--- src/rtl/gpio_arb_pkg.sv ---
// Shared types and constants for the GPIO bus arbiter.
package gpio_arb_pkg;

    typedef enum logic {
        ARB_IDLE,
        ARB_LOCKED
    } arb_state_e;

    // Register offsets of the GPIO block behind the shared port.
    localparam logic [3:0] GPIO_CTRL_OFS = 4'h0;
    localparam logic [3:0] GPIO_DATA_OFS = 4'h4;

    // Increment an index modulo n (n >= 1).
    function automatic int unsigned wrap_inc(input int unsigned idx, input int unsigned n);
        return (idx + 1 >= n) ? 0 : idx + 1;
    endfunction

endpackage

--- src/rtl/gpio_bus_arbiter_rr_pick.sv ---
// Combinational round-robin picker: first requester at or after ptr_i wins.
module rr_pick #(
    parameter int N  = 2,
    parameter int IW = (N > 1) ? $clog2(N) : 1
) (
    input  logic [N-1:0]  req_i,
    input  logic [IW-1:0] ptr_i,
    output logic [N-1:0]  gnt_o,
    output logic [IW-1:0] idx_o,
    output logic          valid_o
);

    logic [IW-1:0] cand;

    // Scan N positions starting at ptr_i, wrapping; the first set request wins.
    always_comb begin
        // NOTE: every output gets a default first so no path through the block infers a latch.
        gnt_o   = '0;
        idx_o   = '0;
        valid_o = 1'b0;
        cand    = '0;
        for (int k = 0; k < N; k++) begin
            cand = IW'((32'(ptr_i) + 32'(k)) % 32'(N));
            if (!valid_o && req_i[cand]) begin
                gnt_o[cand] = 1'b1;
                idx_o       = cand;
                valid_o     = 1'b1;
            end
        end
    end

endmodule

--- src/rtl/gpio_bus_arbiter.sv ---
// Round-robin arbiter sharing one GPIO register port between N_MST masters,
// with per-master locking for atomic read-modify-write and a bounded lock time.
module gpio_bus_arbiter
    import gpio_arb_pkg::*;
#(
    parameter int N_MST    = 2,
    parameter int AW       = 32,
    parameter int DW       = 32,
    parameter int LOCK_MAX = 16
) (
    input  logic                clk_i,
    input  logic                rst_ni,
    input  logic [N_MST-1:0]    m_req_i,
    input  logic [N_MST-1:0]    m_we_i,
    input  logic [N_MST*AW-1:0] m_addr_i,
    input  logic [N_MST*DW-1:0] m_wdata_i,
    input  logic [N_MST-1:0]    m_lock_i,
    output logic [N_MST-1:0]    m_gnt_o,
    output logic [N_MST-1:0]    m_rvalid_o,
    output logic [DW-1:0]       m_rdata_o,
    output logic                gpio_we_o,
    output logic [AW-1:0]       gpio_addr_o,
    output logic [DW-1:0]       gpio_wdata_o,
    input  logic [DW-1:0]       gpio_rdata_i,
    output logic                lock_timeout_o
);

    localparam int IW = (N_MST > 1) ? $clog2(N_MST) : 1;
    localparam int CW = $clog2(LOCK_MAX);
    localparam logic [CW-1:0] CNT_LAST = CW'(LOCK_MAX - 1);

    arb_state_e       state_q, state_d;
    logic [IW-1:0]    rr_ptr_q, rr_ptr_d;
    logic [IW-1:0]    owner_q, owner_d;
    logic [CW-1:0]    lock_cnt_q, lock_cnt_d;
    // Masters whose lock was forcibly released; they may not relock until lock drops.
    logic [N_MST-1:0] relock_blk_q, relock_blk_d;
    logic [N_MST-1:0] rvalid_q;
    logic [DW-1:0]    rdata_q;

    logic [N_MST-1:0] pick_gnt;
    logic [IW-1:0]    pick_idx;
    logic             pick_valid;

    logic [N_MST-1:0] gnt;
    logic [IW-1:0]    gnt_idx;
    logic             gnt_valid;

    logic [AW-1:0]    addr_a  [N_MST];
    logic [DW-1:0]    wdata_a [N_MST];

    for (genvar m = 0; m < N_MST; m++) begin : g_unpack
        assign addr_a[m]  = m_addr_i[m*AW +: AW];
        assign wdata_a[m] = m_wdata_i[m*DW +: DW];
    end

    rr_pick #(
        .N  (N_MST),
        .IW (IW)
    ) u_pick (
        .req_i   (m_req_i),
        .ptr_i   (rr_ptr_q),
        .gnt_o   (pick_gnt),
        .idx_o   (pick_idx),
        .valid_o (pick_valid)
    );

    // Grant selection, lock tracking, forced release and pointer update.
    always_comb begin
        state_d        = state_q;
        rr_ptr_d       = rr_ptr_q;
        owner_d        = owner_q;
        lock_cnt_d     = lock_cnt_q;
        relock_blk_d   = relock_blk_q & m_lock_i;
        gnt            = '0;
        gnt_idx        = '0;
        gnt_valid      = 1'b0;
        lock_timeout_o = 1'b0;
        case (state_q)
            ARB_IDLE: begin
                gnt        = pick_gnt;
                gnt_idx    = pick_idx;
                gnt_valid  = pick_valid;
                lock_cnt_d = '0;
                if (pick_valid) begin
                    rr_ptr_d = IW'(wrap_inc(32'(pick_idx), N_MST));
                    if (m_lock_i[pick_idx] && !relock_blk_q[pick_idx]) begin
                        state_d = ARB_LOCKED;
                        owner_d = pick_idx;
                    end
                end
            end
            ARB_LOCKED: begin
                // Only the owner may access; everyone else stalls.
                gnt_idx          = owner_q;
                gnt_valid        = m_req_i[owner_q];
                gnt[owner_q]     = m_req_i[owner_q];
                if (lock_cnt_q != CNT_LAST) begin
                    lock_cnt_d = lock_cnt_q + 1'b1;
                end
                // A dropped lock wins over a simultaneous timeout.
                if (!m_lock_i[owner_q] || lock_cnt_q == CNT_LAST) begin
                    state_d  = ARB_IDLE;
                    rr_ptr_d = IW'(wrap_inc(32'(owner_q), N_MST));
                    if (m_lock_i[owner_q]) begin
                        lock_timeout_o        = 1'b1;
                        relock_blk_d[owner_q] = 1'b1;
                    end
                end
            end
            default: state_d = ARB_IDLE;
        endcase
    end

    // Arbitration state registers.
    always_ff @(posedge clk_i or negedge rst_ni) begin
        if (!rst_ni) begin
            state_q      <= ARB_IDLE;
            rr_ptr_q     <= '0;
            owner_q      <= '0;
            lock_cnt_q   <= '0;
            relock_blk_q <= '0;
        end else begin
            // NOTE: non-blocking assignments so every register samples pre-edge values.
            state_q      <= state_d;
            rr_ptr_q     <= rr_ptr_d;
            owner_q      <= owner_d;
            lock_cnt_q   <= lock_cnt_d;
            relock_blk_q <= relock_blk_d;
        end
    end

    // Response register: one-cycle strobe to the granted master, read data or zero.
    always_ff @(posedge clk_i or negedge rst_ni) begin
        if (!rst_ni) begin
            rvalid_q <= '0;
            // NOTE: the data register is reset as well so nothing stale is visible after reset.
            rdata_q  <= '0;
        end else begin
            rvalid_q <= gnt;
            rdata_q  <= (gnt_valid && !m_we_i[gnt_idx]) ? gpio_rdata_i : '0;
        end
    end

    assign m_gnt_o      = gnt;
    assign m_rvalid_o   = rvalid_q;
    assign m_rdata_o    = rdata_q;
    assign gpio_we_o    = gnt_valid & m_we_i[gnt_idx];
    assign gpio_addr_o  = gnt_valid ? addr_a[gnt_idx]  : '0;
    assign gpio_wdata_o = gnt_valid ? wdata_a[gnt_idx] : '0;

endmodule
--- config.mk ---
export PLATFORM = sky130hd
export DESIGN_NAME = gpio_bus_arbiter
export DESIGN_NICKNAME = d
export VERILOG_FILES = /design/src/rtl/gpio_arb_pkg.sv /design/src/rtl/gpio_bus_arbiter_rr_pick.sv /design/src/rtl/gpio_bus_arbiter.sv
export SDC_FILE = /design/constraint.sdc
export NUM_CORES = 1
export LEC_CHECK = 0
export ABC_AREA = 1
export BUFFER_PORTS_ARGS = -buffer_cell sky130_fd_sc_hd__buf_2
export CORE_AREA = 2 2 106 108
export CTS_CLUSTER_DIAMETER = 50
export DETAILED_ROUTE_END_ITERATION = 10
export DIE_AREA = 0 0 108 110
export PLACE_DENSITY = 0.66
export SKIP_CTS_REPAIR_TIMING = 1
export SYNTH_ARGS = -nofsm -noshare
export SYNTH_HDL_FRONTEND = slang
export SYNTH_HIERARCHICAL = 1
export SYNTH_SLANG_ARGS = --single-unit
--- constraint.sdc ---
create_clock -name clk_i -period 4.54 [get_ports clk_i]
set_input_delay 1.362 -clock clk_i [delete_from_list [all_inputs] [get_ports clk_i]]
set_output_delay 1.362 -clock clk_i [all_outputs]
set_load 0.005 [all_outputs]
# Yosys cells after proc, flatten, opt, wreduce, memory -nomap -nowiden
# Index checks and enable logic that the tools add are counted.
# Widths: inputs -> output; s select.
# totals
ram_bits,0
memories,0
latch_bits,0
inputBits,168
word_cells,102
romBits,0
ff_bits,43
# classes
shifts,0
n_reduce_logical,13
add_sub_neg,4
n_lt_le_gt_ge,11
mul,0
n_mux,55
bitwise_logic,7
n_eq_ne,5
n_div,0
# ops
cell,n
$mux 32,9
$mux 1,31
$lt 1x2->1 const B,5
$mux 2,5
$pmux 1 s2,4
$pmux 4 s2,1
$ge 2x2->1 const B,3
$logic_and 1x1->1,6
$add 1x1->2 const B,2
$add 4x1->4 const B,1
$and 2x2->2,2
$eq 4x4->1 const B,1
$logic_not 1->1,4
$mux 4,1
$ne 2x1->1 const B,2
$ne 4x4->1 const B,1
$or 2x2->2,2
$pmux 2 s2,1
$demux 1 s1,3
$ge 1x1->1 const B,3
$reduce_and 3->1,1
$ne 2x2->1 const B,1
$not 1->2,1
$reduce_and 2->1,1
4 further kinds,4

# Depth between registers and ports, before layout
# logic_depth
word_depth,13
ltp_mapped,12

# Cells and area by module
# The synthesis kept the hierarchy.
# modules_own_cells
mod,area_each_um2,cells_each,n_inst,seq_area_each_um2
gpio_bus_arbiter,3288.2,511,1,1076.0
rr_pick,55.1,14,1,0.0

# Worst setup path before layout
# OpenSTA, ideal clock, no wires.
# synth_timing
path_kind,input to output
start,in m_req_i[0]
end,out gpio_addr_o[31]
path_stages,12
arrival_time_ns,2.337
required_ns,3.178
slack_ns,0.841
n_path_buf,2
cell_sequence,inv_1 nor2_2 nor2_1 nand2_4 nand2_4 inv_4 buf_12 buf_12 nand2_2 nand2_1 nand2_1 inv_1
# synth_between
elab_chain_cells,12
# synth_rtl
item,line_no,rtl
from (decl),gpio_bus_arbiter.sv:13,"input logic [N_MST-1:0] m_req_i,"
$mux 1 (not written as such) (2 in series),gpio_bus_arbiter_rr_pick.sv:24,if (!valid_o && req_i[cand]) begin
$mux 1,gpio_bus_arbiter_rr_pick.sv:24,
$logic_not 1->1,gpio_bus_arbiter_rr_pick.sv:24,
$logic_and 1x1->1,gpio_bus_arbiter_rr_pick.sv:24,
$mux 1 (*),gpio_bus_arbiter_rr_pick.sv:24,
net pick_idx,gpio_bus_arbiter.sv:42,logic [IW-1:0] pick_idx;
$pmux 1 s2 (*),gpio_bus_arbiter.sv:79,case (state_q)
$not 1->2 (not written as such) (*),gpio_bus_arbiter.sv:149,assign gpio_addr_o = gnt_valid ? addr_a[gnt_idx] : '0;
$mux 32 (not written as such) (*) (3 in series),gpio_bus_arbiter.sv:149,
$mux 32 (*),gpio_bus_arbiter.sv:149,
to (decl),gpio_bus_arbiter.sv:22,"output logic [AW-1:0] gpio_addr_o,"
# Mark *: on every way through the listed nets, which the timed path passes. The rest lies on a longest branch. The select of a mux whose other input is x is not followed.

# Worst setup path after layout
# layout_timing
start,in m_req_i[0]
end,out gpio_addr_o[14]
# The elaborated chain is that of the path after synthesis.

==> metrics.md <==
| Metric | Value |
|---|---|
| Reg-to-reg setup timing slack | `2600 ps` |
| Top fanout value on the critical path | `36` |
| Max-Cap Viols | `0` |
| Crit path cell chain | `buf_2 -> inv_1 -> nor2_2 -> nor2_1 -> nand2_4 -> nand2_4 -> inv_4 -> buf_4 -> nand2_2 -> nand2_1 -> nand2_1 -> inv_1 -> buf_2` |
| DRC viols | `0` |
| Critical path capture point | `gpio_addr_o[14]` |
| Slew HR | `37.9%` |
| Fin crit share | `92.7%` |
| Cell Pwr Density | `546 nW/um^2` |
| Worst-Skew Late Latency | `300 ps` |
| Cells after synthesis | `525` |
| HP Class | `register to register` |
| Clock sinks | `43` |
| Hold Path Stages | `1` |
| Metal2 WL | `5490 um` |
| CTS clk-pin slew, worst paths | `80 ps` |
| Routed len/inst | `11.6 um` |
| Maximum VDD drop | `280 uV` |
| Initial Utilization | `31.3%` |
| Achievable Freq | `0.238 GHz` |
| Stages on worst setup path | `13` |
| Area fraction of the dominant cell type after synthesis | `32.2%` |
| Clk_skew | `7.18 ps` |
| CTS tree | `yes` |
| Setup CP Type | `input port to output pin` |
| CTS Buf Count | `5` |
| Top-count cell post-synth | `nand2_1` |
| Core area | `10700 sq um` |
| Gr ovfl total | `0` |
| Delay-heaviest family, CP | `buffers and inverters` |
| Post-Syn Nets | `694` |
| Commonest cells post-synth | `nand2_1 (226), inv_1 (108), nand2_2 (52)` |
| Mapped Avg Cell Area | `6.37 sq um` |
| WP data required | `3180 ps` |
| # fillers | `1170` |
| Critical Path Slowest Stage Cell | `inv_4` |
| Worst Setup SP | `m_req_i[0]` |
| Seq/Total Area, Yosys | `32.2%` |
| Vias in the first global route | `3412` |
| Worst path bufs/invs | `6` |
| Minimum clock period | `4210 ps` |
| Share of cells above drive strength 1 | `45.1%` |
| Top routing layer in use | `met5` |
| RSZ-0062 raised after global routing | `false` |
| Placer congestion estimate | `0.767` |
| Met3 wire length | `1100 um` |
| Reg2Reg Depth | `9` |
| Worst setup SP type | `input port` |
| Finished Layout Cells | `925` |
| Area Overhead vs Synth | `43.0%` |
| Slew @ Worst Pin | `932 ps` |
| Final setup violation count | `0` |
| Synth Warn # | `6` |
| Util after Layout | `44.7%` |
| Setup TNS | `0 ps` |
| Nets | `950` |
| Die H | `110 um` |
| Synth async-reset ratio | `100%` |
| Cell taking the most area after synthesis | `dfrtp_1` |
| Final WL | `10800 um` |
| Leak | `3.49 nW` |
| Worst r2r dst | `m_rdata_o[24]` |
| Status | `completed` |
| Met1 wire length | `3990 um` |
| Dpl cells | `914` |
| Cell area after layout | `4780 sq um` |
| Top FF cell, synth | `dfrtp_1` |
| Reg2reg start | `rr_ptr_q` |
| Largest net degree at the start of global routing | `67` |
| Htree depth | `2` |
| Area of the mapped netlist | `3340 sq um` |
| Fin. Hold Viols | `0` |
| Top area cells in the synthesized netlist | `dfrtp_1 (32%), nand2_1 (25%), inv_1 (12%)` |
| Count of buffers from port buffering | `269` |
| Initial DRC count | `232` |
| First-pass GRT wire length | `16100 um` |
| Die Footprint | `11900 sq um` |
| First-pass DRT Iterations | `4` |
| Placed cell areas | `4630 sq um` |
| Max incr delay on CP | `360 ps` |
| Via count | `3792` |
| Row count | `38` |
| Clock Root Buffer | `clkbuf_8` |
| Number of synthesized flops with an enable pin | `0` |
| CP endpoint kind | `output pin` |
| Max clock buf depth | `2` |
| GRT Total Usage | `17.1%` |
| Post-DRT Antenna Nets | `0` |
| Crit path DAT | `2850 ps` |
| Pins Over Slew Limit | `0` |
| Overall die width | `108 um` |
| HPWL after DPL | `8610 um` |
| Synth cell types | `23` |
| Initial antenna violation count | `4` |
| Ports | `270` |
| Synth Register Bits | `43` |
| Vias per cell | `4.10` |
-- worst min-delay path by stage --
stage / start / slack [ps] / end
global placement: lock_cnt_q[0] / 490 / lock_cnt_q[0]
floorplan: lock_cnt_q[0] / 460 / lock_cnt_q[0]
global route: lock_cnt_q[0] / 550 / lock_cnt_q[0]
finish: lock_cnt_q[0] / 520 / lock_cnt_q[0]
detailed placement: relock_blk_q[0] / 510 / relock_blk_q[0]
CTS: relock_blk_q[0] / 520 / relock_blk_q[0]
-- metrics by stage --
| stage | total power [W] | setup WS [ps] | hold WS, ps |
|---|---|---|---|
| global route | 0.00291 | 179 | 554 |
| finish | 0.00261 | 332 | 519 |
| CTS | 0.00266 | 325 | 521 |
| global placement | 0.00227 | 346 | 488 |
| floorplan | 0.00180 | 841 | 461 |
| detailed placement | 0.00228 | 329 | 507 |
-- registers in the layout (all words and copies together), names as in the netlist --
name,count
m_rdata_o,32
relock_blk_q,2
lock_cnt_q,4
owner_q,1
rr_ptr_q,1
m_rvalid_o,2
state_q,1
-- kinds of logic after synthesis --
logic type | Yosys count | share of synthesized area [%]
xor+xnor | 1 | 0.262
buf+inv | 136 | 21.8
fa+ha+maj | 1 | 0.374
flops | 43 | 32.2
simple gates | 331 | 43.3
compound gates | 13 | 2.13
-- cell type report --
| type | instances | area (sq um) | share of cell area, % |
|---|---|---|---|
| Antenna cell | 3 | 7.51 | 0.157 |
| Clock buffer | 5 | 68.8 | 1.44 |
| Clock inverter | 3 | 71.3 | 1.49 |
| Inverter | 111 | 422 | 8.82 |
| Multi-Input combinational cell | 346 | 1540 | 32.2 |
| Sequential cell | 43 | 1080 | 22.5 |
| Tap cell | 140 | 175 | 3.66 |
| Timing Repair Buffer | 274 | 1420 | 29.7 |
-- cells in the final DEF (no fill, tap or decap), types with 2 or more instances in the layout --
cell type  instances
nor2_2            11
nand2_4            3
nand2_2           52
o21ai_0            7
nand3_1            9
inv_4              2
dfrtp_1           43
buf_4              2
buf_2            269
a21oi_1            4
bufinv_16          2
nor2_1            27
nand2_1          226
buf_12             3
diode_2            3
clkbuf_8           5
inv_1            108
-- metal layers --
| layer | track usage, % | vias up |
|---|---|---|
| met2 | 32.2 | 171 |
| li1 | - | 1982 |
| met5 | 0 | - |
| met1 | 18.4 | 1625 |
| met4 | 5.22 | 2 |
| met3 | 5.17 | 12 |
-- power breakdown --
part	total, W	leakage, nW	switching [W]	internal (W)
Combinational	0.00170	2.85	0.00102	0.000683
Clock	0.000364	0.0703	0.000140	0.000223
Sequential	0.000550	0.573	0.0000571	0.000493
Total	0.00261	3.49	0.00121	0.00140
Note: power is estimated with default switching activity, not from simulation.
